**config.mk**
```make
export PLATFORM = sky130hd
export DESIGN_NAME = serial_add_ctrl
export DESIGN_NICKNAME = d
export VERILOG_FILES = /design/src/rtl/serial_add_ctrl.sv
export SDC_FILE = /design/constraint.sdc
export NUM_CORES = 1
export LEC_CHECK = 0
export CORE_MARGIN = 1
export CORE_UTILIZATION = 51
export CTS_CLUSTER_DIAMETER = 100
export CTS_CLUSTER_SIZE = 16
export DETAILED_ROUTE_END_ITERATION = 6
export PLACE_DENSITY = 0.78
export SLEW_MARGIN = 40
export SYNTH_ARGS = -nofsm -noshare
export SYNTH_HDL_FRONTEND = slang
export SYNTH_SLANG_ARGS = --single-unit
export TNS_END_PERCENT = 50
```
**constraint.sdc**
```tcl
create_clock -name clk -period 2 [get_ports clk]
set_input_delay 0.3 -clock clk [delete_from_list [all_inputs] [get_ports clk]]
set_output_delay 0.3 -clock clk [all_outputs]
set_load 0.005 [all_outputs]
```
**src/rtl/serial_add_ctrl.sv**
```systemverilog
// ---------------------------------------------------------------------------
// serial_add_ctrl
//
// Bit-serial adder with a small IDLE/RUN/DONE controller. On an accepted
// start the operands are captured into shift registers and added LSB first,
// one bit per clock, through a single 1-bit full adder made from two
// half-adder stages and an OR. After WIDTH RUN cycles the result is loaded
// into the output registers and done pulses for one cycle.
//
// Parameters
//   WIDTH      operand width in bits (2..32)
//
// Ports
//   clk        single clock, rising edge
//   rst_n      asynchronous active-low reset
//   start      request a new addition (sampled only in IDLE)
//   a, b       operands, captured on the edge that accepts start
//   busy       high while in RUN
//   done       one-cycle pulse, high while in DONE
//   sum        registered (a + b) mod 2^WIDTH, held until the next DONE load
//   carry_out  registered carry out of the MSB
//   ovf        (only with SERIAL_ADD_OVF_EN) registered two's-complement
//              overflow: carry into MSB XOR carry out of MSB
//
// Build option
//   SERIAL_ADD_OVF_EN  when defined, adds the ovf output and its logic
// ---------------------------------------------------------------------------
module serial_add_ctrl #(
    parameter int WIDTH = 8
) (
    input  logic             clk,
    input  logic             rst_n,
    input  logic             start,
    input  logic [WIDTH-1:0] a,
    input  logic [WIDTH-1:0] b,
    output logic             busy,
    output logic             done,
    output logic [WIDTH-1:0] sum,
    output logic             carry_out
`ifdef SERIAL_ADD_OVF_EN
    ,
    output logic             ovf
`endif
);

    // Counter must hold WIDTH itself so it never wraps within an operation.
    localparam int               CNT_W    = $clog2(WIDTH + 1);
    localparam logic [CNT_W-1:0] LAST_CNT = CNT_W'(WIDTH - 1);

    typedef enum logic [1:0] {
        IDLE = 2'd0,
        RUN  = 2'd1,
        DONE = 2'd2
    } state_t;

    state_t           r_state;
    state_t           w_state_nxt;

    logic             w_load;
    logic             w_step;
    logic             w_last;

    logic [WIDTH-1:0] r_a_sh;
    logic [WIDTH-1:0] r_b_sh;
    logic [WIDTH-1:0] r_psum;
    logic             r_carry;
    logic [CNT_W-1:0] r_cnt;
    logic [WIDTH-1:0] r_sum;
    logic             r_carry_out;

    // -----------------------------------------------------------------------
    // 1-bit full adder: two half adders plus an OR of their carries
    // -----------------------------------------------------------------------
    logic             w_ha1_s;
    logic             w_ha1_c;
    logic             w_ha2_c;
    logic             w_fa_s;
    logic             w_fa_c;
    logic [WIDTH-1:0] w_psum_nxt;

    assign w_ha1_s    = r_a_sh[0] ^ r_b_sh[0];
    assign w_ha1_c    = r_a_sh[0] & r_b_sh[0];
    assign w_fa_s     = w_ha1_s ^ r_carry;
    assign w_ha2_c    = w_ha1_s & r_carry;
    assign w_fa_c     = w_ha1_c | w_ha2_c;

    // Result bits enter at the MSB; after WIDTH shifts bit 0 is the LSB sum.
    assign w_psum_nxt = {w_fa_s, r_psum[WIDTH-1:1]};

    // -----------------------------------------------------------------------
    // FSM: state register
    // -----------------------------------------------------------------------
    // NOTE: sequential state uses non-blocking assignments so every register
    // samples its inputs from before the edge, independent of block order.
    always_ff @(posedge clk or negedge rst_n) begin
        if (!rst_n) begin
            r_state <= IDLE;
        end else begin
            r_state <= w_state_nxt;
        end
    end

    // -----------------------------------------------------------------------
    // FSM: next state and decoded outputs
    // -----------------------------------------------------------------------
    // NOTE: every output of this block gets a default first, so no path
    // leaves a signal unassigned and no latch is inferred.
    always_comb begin
        w_state_nxt = r_state;
        w_load      = 1'b0;
        w_step      = 1'b0;
        w_last      = 1'b0;
        busy        = 1'b0;
        done        = 1'b0;
        case (r_state)
            IDLE: begin
                if (start) begin
                    w_load      = 1'b1;
                    w_state_nxt = RUN;
                end
            end
            RUN: begin
                busy   = 1'b1;
                w_step = 1'b1;
                if (r_cnt == LAST_CNT) begin
                    w_last      = 1'b1;
                    w_state_nxt = DONE;
                end
            end
            DONE: begin
                // start is ignored here; IDLE always follows.
                done        = 1'b1;
                w_state_nxt = IDLE;
            end
            default: begin
                w_state_nxt = IDLE;
            end
        endcase
    end

    // -----------------------------------------------------------------------
    // Datapath: operand shifters, partial sum, carry, counter
    // -----------------------------------------------------------------------
    always_ff @(posedge clk or negedge rst_n) begin
        if (!rst_n) begin
            r_a_sh  <= '0;
            r_b_sh  <= '0;
            r_psum  <= '0;
            r_carry <= 1'b0;
            r_cnt   <= '0;
        end else if (w_load) begin
            r_a_sh  <= a;
            r_b_sh  <= b;
            r_psum  <= '0;
            r_carry <= 1'b0;
            r_cnt   <= '0;
        end else if (w_step) begin
            r_a_sh  <= {1'b0, r_a_sh[WIDTH-1:1]};
            r_b_sh  <= {1'b0, r_b_sh[WIDTH-1:1]};
            r_psum  <= w_psum_nxt;
            r_carry <= w_fa_c;
            r_cnt   <= r_cnt + CNT_W'(1);
        end
    end

    // -----------------------------------------------------------------------
    // Result registers: loaded only on the final RUN edge, held otherwise
    // -----------------------------------------------------------------------
    always_ff @(posedge clk or negedge rst_n) begin
        if (!rst_n) begin
            r_sum       <= '0;
            r_carry_out <= 1'b0;
        end else if (w_last) begin
            r_sum       <= w_psum_nxt;
            r_carry_out <= w_fa_c;
        end
    end

    assign sum       = r_sum;
    assign carry_out = r_carry_out;

`ifdef SERIAL_ADD_OVF_EN
    // On the final RUN cycle r_carry is the carry into the MSB and w_fa_c
    // the carry out of it, so no separate capture register is needed.
    logic r_ovf;

    always_ff @(posedge clk or negedge rst_n) begin
        if (!rst_n) begin
            r_ovf <= 1'b0;
        end else if (w_last) begin
            r_ovf <= r_carry ^ w_fa_c;
        end
    end

    assign ovf = r_ovf;
`endif

endmodule

```
==> impl_metrics.json <==
{
  "status": "finished, final reports clean",
  "power_density_nw_per_um2": 1375,
  "syn_inst": 132,
  "crit_end": "busy",
  "port_buffers": 29,
  "pin_count": 30,
  "ctsHtreeMaxLevel": 2,
  "cts.sinks": 39,
  "die_h_um": 58.28,
  "r2r_end": "sum[6]",
  "crit_required_ns": 1.70,
  "clk_latency_ns": 0.33,
  "cts_tree": "done",
  "route.detailed.wl_per_inst_um": 14.17,
  "synthMuxAreaShare": 0.06971,
  "slew_viol_final": 0,
  "diodes": 0,
  "clk_path_buf_depth": 2,
  "start_util": 0.5335,
  "grt_max_degree": 40,
  "dp_hpwl_um": 2083,
  "critPathLaunch": "r_state[1]",
  "crit_type": "register to primary output",
  "vias": 1187,
  "synthesis.area_um2": 1615,
  "fmax_mhz": 518.6,
  "drc": 0,
  "synth_edf_count": 0,
  "gp_congestion": 0.7775,
  "clockPowerShare": 0.124,
  "slew_headroom": 0.6640,
  "clk_pin_slew_ns": 0.10,
  "rrSetupSlack_ns": 0.35,
  "drt_iter0_markers": 38,
  "swShare": 0.3415,
  "tightest_slew_ns": 0.5023,
  "grt_pass1_vias": 1234,
  "p_int_uw": 1848,
  "synth-seq-cells": 39,
  "cap_violations": 0,
  "p_seq_frac": 0.471,
  "setup_viol": 0,
  "wl_um": 3032,
  "grt-ovfl-total": 0,
  "synthSimpleGateAreaFrac": 0.07978,
  "nets": 192,
  "cp-end-kind": "primary output",
  "critPathMaxFanout": 10,
  "reg2reg_depth": 4,
  "yosys_warnings": 0,
  "grt_antenna_before_repair": 0,
  "tns_ns": 0,
  "ys.flop_type": "dfrtp_1",
  "final_cell_mix": "38 x dfrtp_1, 28 x clkdlybuf4s50_1, 17 x nand2_1",
  "hold_path.class": "input port to async pin",
  "post-route-util": 0.6740,
  "die_w_um": 58.28,
  "switchingPower_uw": 958.6,
  "synthAdderAreaFrac": 0.02014,
  "drive_gt1_frac": 0.1765,
  "final_common_cell": "dfrtp_1",
  "p_leak_uw": 0.0008864,
  "synth_top_family_by_area": "compound AO/OA/AOI/OAI gates",
  "finalHoldViolCount": 0,
  "post_drt_via_cell_ratio": 5.547,
  "worstPathArrival_ns": 1.63,
  "ir_worst_vdd_mv": 0.5802,
  "clockRootBuffer": "clkbuf_4",
  "p_comb_frac": 0.405,
  "cp-start-kind": "register",
  "synth_cell_types": 24,
  "grt_pass1_wl_um": 5209,
  "cts_buffers": 5,
  "coreArea_um2": 3028,
  "synthToLayoutAreaGrowth_pct": 26.34,
  "synth-xor-area-share": 0,
  "seq_area_frac_synth": 0.6042,
  "synth-compound-area-share": 0.1983,
  "firstDrtPassIters": 4,
  "r2r-start": "r_cnt[0]",
  "fillCellCount": 241,
  "num_rows": 20,
  "yosys.area.top_type": "dfrtp_1",
  "ys_async_sr_fraction": 1.000,
  "fin_skew_ns": 0.008213,
  "synthTopCellsByArea": "dfrtp_1 60%, a22oi_1 7.0%, mux2_2 7.0%, a22o_1 5.4%, o21ai_0 5.0%",
  "avgSynthCellArea_um2": 12.24,
  "min_period_over_period": 0.9641,
  "period_needed_ns": 1.928,
  "drtAntennaViolNets": 0,
  "die_area_um2": 3397,
  "synth_top_area_share": 0.6042,
  "grtUsageTotal": 0.2009,
  "syn_nets": 153
}
## cells in the mapped netlist (all sizes together) (2+ instances only)
library cell,number
mux2,10
nor2,3
nand2,17
o21ai,16
inv,2
dfrtp,39
nor2b,2
a22o,10
a22oi,15
clkbuf,3
buf,4
## logic make-up (layout without fill, tap and decap cells)
family | count (synthesis) | in the layout
AO/OA/AOI/OAI | 46 | 46
flip-flops | 39 | 39
AND/OR/NAND/NOR | 26 | 26
multiplexers | 10 | 10
buffers and inverters | 9 | 47
adder cells (fa/ha/maj) | 2 | 2
## worst max-delay path, cell delays in order (launching register included)
cell             delay (ns)
dfrtp_2                0.44
nand2b_4               0.17
inv_2                  0.15
clkdlybuf4s50_1        0.53
## how the worst min path moves through the flow
stage | from | endpoint | slack, ns | cells after the start
6_report | rst_n | r_cnt[0] | 0.47 | 2
5_1_grt | rst_n | r_cnt[0] | 0.50 | 2
3_3_place_gp | rst_n | r_cnt[3] | 0.44 | 1
4_1_cts | rst_n | r_state[0] | 0.10 | 1
3_5_place_dp | rst_n | r_psum[1] | 0.46 | 1
2_1_floorplan | rst_n | carry_out | 0.004 | 0
## per-layer routing
layer	routed length (um)	part of all wire	GRT usage	vias up
li1	-	-	-	557
met2	1487	0.49	0.3300	27
met1	1427	0.47	0.2634	601
met4	8	0.0026	0.06803	0
met3	109	0.036	0.04688	2
met5	0	0	0	-
## cell type report
class                           instances  area (um^2)  area share
Sequential cell                        39        977.2      0.4788
Multi-Input combinational cell         84        594.3      0.2912
Inverter                                2        7.507    0.003679
Tap cell                               44        55.05     0.02698
Timing Repair Buffer                   39        365.4      0.1790
Clock buffer                            6        41.29     0.02023
## power by group through the flow
stage / sequential, uW / combinational (uW) / clock (uW)
finish: 1320 / 1140 / 347
global route: 1360 / 1270 / 399
CTS: 1320 / 1120 / 361
detailed placement: 1340 / 1120 / 0
global placement: 1320 / 1070 / 0
floorplan: 1290 / 721 / 0
## flip-flops by register name, summed over array words and instances, names as in the netlist
signal,cells
carry_out,1
r_a_sh,8
r_b_sh,8
r_carry,1
r_cnt,4
r_psum,7
r_state,2
sum,8
## per-stage QoR
stage          cell area (um^2)  worst slack (ns)  power [uW]  hold WS (ns)  cells
3_3_place_gp               1963            0.3883        2387        0.4375    204
2_1_floorplan              1615            0.5308        2011      0.004409    132
3_5_place_dp               1963            0.3588        2454        0.4631    204
6_report                   2041           0.07183        2807        0.4744    214
4_1_cts                    2006          0.008202        2802        0.1023    210
5_1_grt                    2041         -0.001185        3023        0.5045    214
## what timing repair did
item / 4_1_cts / 5_1_grt
endpoints found under the setup margin: 1 / 1
gates resized for setup: 1 / 0
hold buffers: 0 / 1
hold endpoints to repair: 0 / 39
setup buffers: 0 / 3
(Power assumes the default switching activity.)
